File: config.mk
export PLATFORM = sky130hd
export DESIGN_NAME = nibble_serial_add_ctrl
export DESIGN_NICKNAME = d
export VERILOG_FILES = /design/src/rtl/adder_pkg.sv /design/src/rtl/nibble_adder_cin.sv /design/src/rtl/nibble_serial_add_ctrl.sv
export SDC_FILE = /design/constraint.sdc
export NUM_CORES = 1
export LEC_CHECK = 0
export BUFFER_PORTS_ARGS = -buffer_cell sky130_fd_sc_hd__buf_2
export CAP_MARGIN = 20
export CORE_ASPECT_RATIO = 1.75
export CORE_UTILIZATION = 56
export DETAILED_ROUTE_END_ITERATION = 7
export GPL_TIMING_DRIVEN = 0
export PLACE_DENSITY = 0.87
export SKIP_LAST_GASP = 1
export SLEW_MARGIN = 5
export SYNTH_ARGS = -nofsm -noshare
export SYNTH_HDL_FRONTEND = slang
export SYNTH_HIERARCHICAL = 1
export SYNTH_SLANG_ARGS = --single-unit
File: constraint.sdc
create_clock -name clk -period 5.8 [get_ports clk]
set_clock_uncertainty 0.2 [all_clocks]
set_input_delay 1.16 -clock clk [delete_from_list [all_inputs] [get_ports clk]]
set_output_delay 1.16 -clock clk [all_outputs]
set_load 0.05 [all_outputs]
File: src/rtl/adder_pkg.sv
// Shared types and constants for the nibble-serial adder.
package adder_pkg;

  localparam int unsigned NIBBLE_W = 4;

  typedef enum logic [1:0] {
    IDLE,
    RUN,
    DONE
  } add_state_t;

endpackage

File: src/rtl/nibble_adder_cin.sv
// Combinational 4-bit ripple adder built from chained full-adder cells with carry-in.
module nibble_adder_cin
  import adder_pkg::*;
(
  output logic [NIBBLE_W-1:0] sum,
  output logic                cout,
  input  logic [NIBBLE_W-1:0] a,
  input  logic [NIBBLE_W-1:0] b,
  input  logic                cin
);

  logic [NIBBLE_W:0] c;

  assign c[0] = cin;

  for (genvar i = 0; i < NIBBLE_W; i++) begin : g_fa
    assign sum[i]   = a[i] ^ b[i] ^ c[i];
    assign c[i+1]   = (a[i] & b[i]) | (c[i] & (a[i] ^ b[i]));
  end

  assign cout = c[NIBBLE_W];

endmodule

File: src/rtl/nibble_serial_add_ctrl.sv
// Serial adder: one nibble per cycle through a shared 4-bit slice, carry held in a register.
// Operand/result exchange uses valid/ready handshakes on both sides.
module nibble_serial_add_ctrl
  import adder_pkg::*;
#(
  parameter int unsigned NIBBLES = 4
) (
  input  logic                         clk,
  input  logic                         rst_n,
  input  logic                         in_valid,
  output logic                         in_ready,
  input  logic [NIBBLE_W*NIBBLES-1:0]  a,
  input  logic [NIBBLE_W*NIBBLES-1:0]  b,
  output logic                         out_valid,
  input  logic                         out_ready,
  output logic [NIBBLE_W*NIBBLES-1:0]  sum,
  output logic                         cout,
  output logic                         busy
);

  localparam int unsigned W  = NIBBLE_W * NIBBLES;
  localparam int unsigned CW = (NIBBLES > 1) ? $clog2(NIBBLES) : 1;
  localparam logic [CW-1:0] LAST = CW'(NIBBLES - 1);

  add_state_t     state_q, state_d;
  logic [W-1:0]   a_sh_q, a_sh_d;
  logic [W-1:0]   b_sh_q, b_sh_d;
  logic [W-1:0]   sum_sh_q, sum_sh_d;
  logic           carry_q, carry_d;
  logic           cout_q, cout_d;
  logic [CW-1:0]  cnt_q, cnt_d;

  logic [NIBBLE_W-1:0]   slice_s;
  logic                  slice_c;
  logic [W+NIBBLE_W-1:0] sum_cat;

  nibble_adder_cin u_slice (
    .sum  (slice_s),
    .cout (slice_c),
    .a    (a_sh_q[NIBBLE_W-1:0]),
    .b    (b_sh_q[NIBBLE_W-1:0]),
    .cin  (carry_q)
  );

  // New nibble enters at the MSB end; after NIBBLES shifts nibble 0 sits at the bottom.
  assign sum_cat = {slice_s, sum_sh_q};

  always_comb begin
    state_d  = state_q;
    a_sh_d   = a_sh_q;
    b_sh_d   = b_sh_q;
    sum_sh_d = sum_sh_q;
    carry_d  = carry_q;
    cout_d   = cout_q;
    cnt_d    = cnt_q;
    unique case (state_q)
      IDLE: begin
        if (in_valid) begin
          a_sh_d  = a;
          b_sh_d  = b;
          carry_d = 1'b0;
          cnt_d   = '0;
          state_d = RUN;
        end
      end
      RUN: begin
        a_sh_d   = a_sh_q >> NIBBLE_W;
        b_sh_d   = b_sh_q >> NIBBLE_W;
        sum_sh_d = sum_cat[W+NIBBLE_W-1:NIBBLE_W];
        carry_d  = slice_c;
        cnt_d    = cnt_q + 1'b1;
        if (cnt_q == LAST) begin
          cout_d  = slice_c;
          cnt_d   = '0;
          state_d = DONE;
        end
      end
      DONE: begin
        if (out_ready) state_d = IDLE;
      end
      default: state_d = IDLE;
    endcase
  end

  always_ff @(posedge clk or negedge rst_n) begin
    if (!rst_n) begin
      state_q  <= IDLE;
      a_sh_q   <= '0;
      b_sh_q   <= '0;
      sum_sh_q <= '0;
      carry_q  <= 1'b0;
      cout_q   <= 1'b0;
      cnt_q    <= '0;
    end else begin
      state_q  <= state_d;
      a_sh_q   <= a_sh_d;
      b_sh_q   <= b_sh_d;
      sum_sh_q <= sum_sh_d;
      carry_q  <= carry_d;
      cout_q   <= cout_d;
      cnt_q    <= cnt_d;
    end
  end

  assign in_ready  = (state_q == IDLE);
  assign out_valid = (state_q == DONE);
  assign busy      = (state_q != IDLE);
  assign sum       = sum_sh_q;
  assign cout      = cout_q;

endmodule

==> flow_summary.toml, run 1 <==
[global_routing]
grt_pass1_wl_um = 9730
grt_pass1_vias = 2226
grt_max_degree = 38
grt-ovfl-total = 0
grt_usage = 0.275
antenna_found_initial = 0

[critical_path]
r2r_cells = 10
path_cells = "clkinv_1 -> buf_2 -> nor2_1 -> buf_2"
path_class = "reg2out"
path_max_fanout = 10
cpMostUsedCell = "buf_2"
startpoint = "state_q[1]$_DFFE_PN0P_"
endpoint = "out_valid"
critPathLaunchType = "register"
cp_slowest_stage_delay_ns = 0.43
crit_slowest_cell = "dfrtp_1"
path_buf_inv = 3
worstPathArrival_ns = 1.63
required_ns = 4.44
cp_num_cells = 4
reg2reg_to = "sum[15]$_DFFE_PN0N_"
ff2ff_setup_slack_ns = 3.35
worstSetupEndpointType = "output pin"
critPathTopFamily = "buffers and inverters"
r2r_start = "a_sh_q[0]$_DFFE_PN0P_"

[floorplan]
die_w_um = 52.7
die_h_um = 90.7
ios = 56
coreArea_mm2 = 0.00423
rows = 31
die_area_mm2 = 0.00478
initial_core_util = 0.596

[pwr]
pwr-share-seq = 0.349
p_int_mw = 1.03
p_sw_frac = 0.478
power_switching_mw = 0.943
power.total_mw = 1.97
p_comb_frac = 0.522
power_leakage_nw = 1.48
clkPwrFrac = 0.130
p_per_area_mw_per_mm2 = 661
irDropWorstVdd_mv = 0.425

[sta]
setup_violations = 0
hold_viol_final = 0
worst_slew_pin_slew_ns = 0.471
holdWs_ns = 0.283
fin_setup_tns_ns = 0
slew-limit-headroom = 0.686
drv_slew = 0
layout_min_cycle_time_ns = 2.99
fin_crit_sh = 0.515
fmax_mhz = 335
rsz0062_at_grt = "no"

[yosys]
synth_edf_count = 0
synth_cells = 272
seq_area_frac_synth = 0.536
synth_top_cell_by_area = "dfrtp_1"
yosysMostFrequentCell = "nand2_1"
ys_warn_count = 6
netlist_top_cells_count = "nand2_1 (57), dfrtp_1 (54), nor3_1 (49)"
syn-num-nets = 313
ys_top_cells_by_area = "dfrtp_1 (54%), nor3_1 (9.7%), nand2_1 (8.5%)"
synthFlopType = "dfrtp_1"
synth_top_area_share = 0.536
yosysUniqueCellTypes = 28
async_flop_share = 1.00
syn-cell-area_mm2 = 0.00252
syn_area_per_cell_um2 = 9.26
ys_ff_latch = 54

[placed_design]
hpwl_um = 4470
place.gp.congestion = 0.872
portBuffers = 55

[clock_network]
h-tree-depth = 2
cts.repair.resized = 0
clock_sinks = 54
clk_latency_ns = 0.32
ctsHoldBuffers = 0
cts_tree = "done"
cts-root-buf = "clkbuf_8"
cts_made_buffers = 5
clkSlewWorstSetupHoldPaths_ns = 0.10
cts_setup_buffers = 0
clock_path_buffers = 2

[finish]
area_growth_pct = 18.4
diodes = 0
final_nets = 376
drive_gt1_frac = 0.250
final_util = 0.706

[drt]
num_vias = 2257
wl_per_cell_um = 15.6
firstDrtPassIters = 4
drtAntennaViolNets = 0
drtIter0Drc = 47
viasPerCell = 5.86
post-route-drc-count = 0
routed_wl_um = 6010

[flow_run]
drv_cap = 0

[worst_hold_path]
worstHoldPathType = "reg2reg"
hold_depth = 2

[status]
status = "finished clean"
==> placed cells by master, fill, tap and decap left out, drive strengths merged, types with 2 or more instances in the layout <==
cell type	Yosys	routed
buf	17	73
fa	4	4
a22o	2	2
dfrtp	54	54
nand2b	2	2
inv	12	12
nor3	49	49
or2	2	2
clkbuf	5	12
nand2	58	58
nor2	11	11
o22ai	24	24
o32ai	8	8
o21ai	16	16
==> kinds of logic (layout without fill, tap and decap cells) <==
| group | Yosys count | in the layout | synth area share |
|---|---|---|---|
| flops | 54 | 54 | 0.536 |
| fa+ha+maj | 5 | 5 | 0.0367 |
| compound gates | 52 | 52 | 0.132 |
| buf+inv | 35 | 99 | 0.0675 |
| mux | 2 | 2 | 0.00993 |
| simple gates | 124 | 124 | 0.217 |
==> per-layer routing <==
| metal | vias to the layer above | track usage | part of all wire |
|---|---|---|---|
| met5 | - | 0 | 0 |
| met4 | 0 | 0.145 | 0.021 |
| met3 | 14 | 0.0556 | 0.045 |
| met2 | 79 | 0.469 | 0.54 |
| met1 | 1100 | 0.306 | 0.39 |
| li1 | 1064 | - | - |
==> worst min path at each step <==
stage                     slack, ns            startpoint                    to
after floorplan                0.27  cnt_q[1]$_DFFE_PN0P_  cnt_q[1]$_DFFE_PN0P_
final                          0.28    sum[2]$_DFFE_PN0N_    sum[2]$_DFFE_PN0N_
after global routing           0.31    sum[3]$_DFFE_PN0N_    sum[3]$_DFFE_PN0N_
after detailed placement       0.26    sum[2]$_DFFE_PN0N_    sum[2]$_DFFE_PN0N_
after global placement         0.25    sum[1]$_DFFE_PN0N_    sum[1]$_DFFE_PN0N_
after CTS                      0.28    sum[2]$_DFFE_PN0N_    sum[2]$_DFFE_PN0N_
==> sequential cells by signal, indices dropped and copies added (netlist names) <==
name     cells
sum         16
cnt_q        2
state_q      2
carry_q      1
b_sh_q      16
cout         1
a_sh_q      16
==> final cells by class <==
class / instances / area (um^2)
inverters: 13 / 48.8
well taps: 49 / 61.3
repair buffers: 56 / 295
multi-input cells: 183 / 998
flip-flops and latches: 54 / 1350
clock inverters: 1 / 30.0
clock buffers: 7 / 76.3
fillers: 355 / 1240
plain buffers: 22 / 121
==> worst min-delay path, delay by kind of cell (launching register included) <==
family | cells | cell delay (ns)
DFF | 1 | 0.35
and+or+nand+nor | 2 | 0.11
==> per-stage QoR <==
stage                     std cells  instance area, um^2  worst slack, ns
after floorplan                 272                 2520             3.03
after global placement          376                 2860             3.17
after detailed placement        377                 2880             3.17
after CTS                       385                 2980             2.80
after global routing            385                 2980             2.68
final                           385                 2980             2.81
==> power groups by stage <==
stage	Combinational [mW]	Sequential, mW	Clock [mW]
CTS	1.03	0.686	0.255
finish	1.03	0.687	0.255
global route	1.13	0.711	0.269
global placement	0.981	0.682	0
detailed placement	1.03	0.692	0
floorplan	0.598	0.860	0
(Power assumes the default switching activity.)
==> inputs of run 2 (changes only) <==
- CORE_UTILIZATION: 56 -> 54
- PLACE_DENSITY: 0.87 -> 0.85
- clock period: 5.8 -> 3 ns (I/O delays scaled with it)
==> run 2 against run 1 <==
Against the previous run:
- routed wire length decreased by 2.5%
- clock power increased by 51%
- via count decreased by 2.1%
- critical path depth unchanged
- sequential share of layout area increased by 0.31 points
- utilization decreased by 3.9 points
- sequential power increased by 95%
- count of clock-buffer cells in the layout unchanged
- combinational power increased by 91%
- first-iteration DRC count increased by 51%
- highest routed layer unchanged
==> flow_summary.toml, run 2 (synthesized netlist as in run 1, its figures left out) <==
[clock_network]
clock_sinks = 54
clkSlewWorstSetupHoldPaths_ns = 0.09
h-tree-depth = 2
clock_path_buffers = 2
cts_setup_buffers = 0
cts_tree = "done"
cts-root-buf = "clkbuf_8"
cts_made_buffers = 5
ctsHoldBuffers = 0
cts.repair.resized = 0
clk_latency_ns = 0.30

[sta]
setup_violations = 0
holdWs_ns = 0.154
worst_slew_pin_slew_ns = 0.745
hold_viol_final = 0
drv_slew = 0
fin_setup_tns_ns = 0
fmax_mhz = 399
slew-limit-headroom = 0.503
layout_min_cycle_time_ns = 2.50
rsz0062_at_grt = "no"
fin_crit_sh = 0.835

[placed_design]
place.gp.congestion = 0.833
portBuffers = 55
hpwl_um = 4410

[finish]
area_growth_pct = 17.6
final_nets = 376
drive_gt1_frac = 0.248
layout_common_cells = "buf_2 (67), nand2_1 (57), dfrtp_1 (54)"
final_common_cell = "buf_2"
diodes = 0

[global_routing]
grt_pass1_wl_um = 9470
grt-ovfl-total = 0
grt_max_degree = 32
antenna_found_initial = 0
grt_pass1_vias = 2157
grt_usage = 0.262

[pwr]
power_leakage_nw = 1.47
p_per_area_mw_per_mm2 = 1250
irDropWorstVdd_mv = 0.946

[flow_run]
drv_cap = 0

[status]
status = "finished clean"

[critical_path]
cp_slowest_stage_delay_ns = 0.45
required_ns = 2.20
cpMostUsedCell = "buf_2"
worstPathArrival_ns = 1.70
path_buf_inv = 3
r2r_start = "b_sh_q[0]$_DFFE_PN0P_"
startpoint = "state_q[1]$_DFFE_PN0P_"
path_class = "reg2out"
worstSetupEndpointType = "output pin"
critPathTopFamily = "buffers and inverters"
reg2reg_to = "sum[15]$_DFFE_PN0N_"
ff2ff_setup_slack_ns = 0.58
crit_slowest_cell = "dfrtp_1"
r2r_cells = 10
path_max_fanout = 10
path_cells = "clkinv_1 -> buf_2 -> nor2_1 -> buf_2"
critPathLaunchType = "register"

[floorplan]
initial_core_util = 0.567
rows = 32
die_h_um = 92.4
coreArea_mm2 = 0.00444
die_w_um = 53.6
ios = 56
die_area_mm2 = 0.00495

[drt]
viasPerCell = 5.73
num_vias = 2210
routed_wl_um = 5860
post-route-drc-count = 0
drtIter0Drc = 71
wl_per_cell_um = 15.2
firstDrtPassIters = 4
drtAntennaViolNets = 0

[worst_hold_path]
worstHoldPathType = "in2async"
[run 2: cell count changes in the layout (fill, tap and decap cells not counted)]
cell       before  now
buf_12          1    0
bufinv_16       1    0
buf_16          0    1
[run 2: area by class of cell]
type / count / area [um^2]
inverter: 13 / 48.8
timing repair buffer: 56 / 303
sequential: 54 / 1350
multi-input combinational: 183 / 998
clock buffer: 7 / 76.3
fill: 387 / 1480
tap: 51 / 63.8
buffer: 22 / 121
[run 2: metal layers]
layer,up-vias,GRT usage,part of all wire
met2,84,0.477,0.56
met1,1056,0.284,0.38
met4,0,0.101,0.014
met5,-,0,0
met3,10,0.0443,0.047
li1,1060,-,-
[run 2: where the power goes]
part           switching [mW]  internal [mW]
registers               0.266           1.08
clock network           0.224          0.161
logic                    1.31          0.659
total                    1.80           1.90
[run 2: worst max-delay path by stage]
stage / slack [ns] / to / cells past startpoint
after floorplan: 0.75 / sum[15]$_DFFE_PN0N_ / 10
after detailed placement: 0.63 / sum[15]$_DFFE_PN0N_ / 10
after CTS: 0.50 / out_valid / 4
after global placement: 0.63 / sum[15]$_DFFE_PN0N_ / 10
after global routing: 0.39 / out_valid / 4
final: 0.50 / out_valid / 4
[run 2: through the flow]
stage / util / power (mW) / setup WS (ns) / cells / cell area (um^2)
floorplan: - / 2.82 / 0.748 / 272 / 2520
global placement: 0.643 / 3.22 / 0.634 / 378 / 2860
detailed placement: 0.649 / 3.33 / 0.628 / 379 / 2890
CTS: 0.667 / 3.71 / 0.496 / 386 / 2960
global route: 0.667 / 3.97 / 0.389 / 386 / 2960
finish: 0.667 / 3.70 / 0.496 / 386 / 2960
==> inputs of run 3 (changes only) <==
- ABC_AREA: not set -> 1
- PLACE_DENSITY: 0.85 -> 0.84
- clock period: 3 -> 2.32 ns (I/O delays scaled with it)
==> run 3 against run 2 <==
Against the previous run:
- the flow now finishes with violations (negative setup slack)
- synthesized cell count up 24%
- total power up 40%
- register-to-register slack worse by 0.60 ns
- area after synthesis up 6.4%
- combinational power up 42%
- first-iteration DRC count up 13%
- die area up 6.2%
- sequential cell count unchanged
- critical path type is now reg2reg
==> flow_summary.toml, run 3 <==
[status]
status = "complete, but fails checks"
violations = "negative setup slack"

[pwr]
power_switching_mw = 2.45
p_sw_frac = 0.472
p_comb_frac = 0.538
clkPwrFrac = 0.148
p_per_area_mw_per_mm2 = 1610
irDropWorstVdd_mv = 1.00
p_int_mw = 2.74
pwr-share-seq = 0.314
power.total_mw = 5.19
power_leakage_nw = 1.87

[clock_network]
clock_path_buffers = 2
cts-root-buf = "clkbuf_8"
h-tree-depth = 2
cts_tree = "done"
clkSlewWorstSetupHoldPaths_ns = 0.10
cts_made_buffers = 5
clock_sinks = 54
clk_latency_ns = 0.31

[floorplan]
initial_core_util = 0.570
die_area_mm2 = 0.00526
rows = 33
die_h_um = 95.2
die_w_um = 55.3
ios = 56
coreArea_mm2 = 0.00471

[finish]
multi_input_comb_area_um2 = 930
diodes = 0
final_cells = 456
drive_gt1_frac = 0.235
fill_cells = 424
layout_common_cells = "nand2_1 (105), inv_1 (67), buf_2 (63)"
final_common_cell = "nand2_1"
area_growth_pct = 20.0
ff_latch_area_mm2 = 0.00135
final_nets = 444

[drt]
dr_wl_met2_um = 3310
drt-met1-wl_um = 2180
wl_per_cell_um = 12.8
wl_met3_um = 213
viasPerCell = 5.13
firstDrtPassIters = 4
drtAntennaViolNets = 0
routed_wl_um = 5840
routed.top_layer = "met4"
post-route-drc-count = 0
drtIter0Drc = 80
num_vias = 2340

[critical_path]
path_class = "reg2reg"
r2r_cells = 10
path_max_fanout = 2
critPathLaunchType = "register"
required_ns = 2.37
worstSetupEndpointType = "register"
worstPathArrival_ns = 2.39

[placed_design]
portBuffers = 55
hpwl_um = 4250
dp.cells = 445
place.gp.congestion = 0.808

[yosys]
synth_top_area_share = 0.504
ys_top_cells_by_area = "dfrtp_1 (50%), nand2_1 (15%), nand3_1 (9.7%)"
async_flop_share = 1.00
syn-cell-area_mm2 = 0.00268
syn_area_per_cell_um2 = 7.96
synth_edf_count = 0
synth_cells = 337
yosysMostFrequentCell = "nand2_1"
synth_top_cell_by_area = "dfrtp_1"
syn-num-nets = 378
synthFlopType = "dfrtp_1"
netlist_top_cells_count = "nand2_1 (105), inv_1 (69), dfrtp_1 (54)"
ys_ff_latch = 54
ys_warn_count = 6
yosysUniqueCellTypes = 17
seq_area_frac_synth = 0.504

[global_routing]
antenna_found_initial = 0
grt_max_degree = 34
grt_usage = 0.246
grt_pass1_vias = 2370
grt-ovfl-total = 0
grt_pass1_wl_um = 10100

[sta]
fin_crit_sh = 1.01
drv_slew = 0
fin_setup_tns_ns = -0.0163
setup_violations = 1
fmax_mhz = 428
slew-limit-headroom = 0.647
layout_min_cycle_time_ns = 2.34
setup_ws_ns = -0.0163
holdWs_ns = 0.133
rsz0062_at_grt = "yes"
worst_slew_pin_slew_ns = 0.530
hold_viol_final = 0

[worst_hold_path]
worstHoldPathType = "in2reg"
hold_depth = 2

[flow_run]
drv_cap = 0
==> run 3: cell count changes in the layout (fill, tap and decap cells not counted), moves of 4 or more <==
cell and change:
buf_2 -4, buf_6 +6, clkbuf_1 -6, inv_1 +55, inv_2 +4, nand2_1 +48, nand3_1 +52, nor2_1 -10
nor3_1 -49, o21ai_0 -5, o21ai_1 +13, o22ai_1 -22, o32ai_1 -8
==> run 3: final timing paths <==
kind                                        from                      to  slack, ns
max                        a_sh_q[0]$_DFFE_PN0P_     sum[15]$_DFFE_PN0N_      -0.02
min                                    out_ready  state_q[1]$_DFFE_PN0P_       0.13
max reg2reg                a_sh_q[0]$_DFFE_PN0P_     sum[15]$_DFFE_PN0N_      -0.02
min reg2reg                   sum[3]$_DFFE_PN0N_      sum[3]$_DFFE_PN0N_       0.28
max in group asynchronous                  rst_n      sum[2]$_DFFE_PN0N_       0.92
min in group asynchronous                  rst_n   b_sh_q[8]$_DFFE_PN0P_       0.45
==> run 3: kinds of logic after synthesis <==
family          share of synthesized area
fa+ha+maj                          0.0345
simple gates                        0.260
buf+inv                             0.152
compound gates                     0.0495
flops                               0.504
==> run 3: power groups by stage <==
stage | clock network (mW) | registers, mW | logic, mW
finish | 0.769 | 1.63 | 2.79
global route | 0.818 | 1.68 | 3.10
CTS | 0.777 | 1.63 | 2.78
detailed placement | 0 | 1.64 | 2.72
global placement | 0 | 1.62 | 2.63
floorplan | 0 | 2.05 | 1.63
==> run 3: what timing repair did <==
| item | in CTS | in global routing |
|---|---|---|
| pin swaps | 1 | 2 |
| setup endpoints to repair | 1 | 1 |
| gates resized for setup | 4 | 0 |
| endpoints found under the hold margin | 21 | 0 |
| hold buffers | 1 | 0 |
| setup buffers | 1 | 1 |
==> run 3: layer usage <==
metal  vias up  track usage
li1       1143            -
met1      1121        0.246
met2        63        0.489
met3        13       0.0461
met4         0        0.100
met5         -            0
==> run 3: cell type report <==
| class | instances | area share |
|---|---|---|
| multi-input cells | 194 | 0.289 |
| clock inverters | 2 | 0.0187 |
| plain buffers | 18 | 0.0440 |
| repair buffers | 59 | 0.0996 |
| inverters | 71 | 0.0828 |
| clock buffers | 6 | 0.0257 |
| well taps | 52 | 0.0202 |
| flip-flops and latches | 54 | 0.420 |
==> run 3: per-stage QoR <==
step                worst slack, ns   util  area [um^2]
floorplan                    0.0702      -         2680
global placement            -0.0159  0.642         3020
detailed placement          -0.0563  0.647         3040
CTS                        -0.00614  0.682         3210
global route                -0.0875  0.683         3220
finish                      -0.0163  0.683         3220
==> run 3: worst max-delay path, stage by stage (launching register included) <==
cell and delay (ns):
dfrtp_1 0.42, fa_2 0.40, inv_2 0.06, fa_1 0.15
inv_1 0.05, fa_2 0.33, inv_2 0.06, fa_1 0.40
inv_1 0.07, nand2_1 0.06, nand2_1 0.08
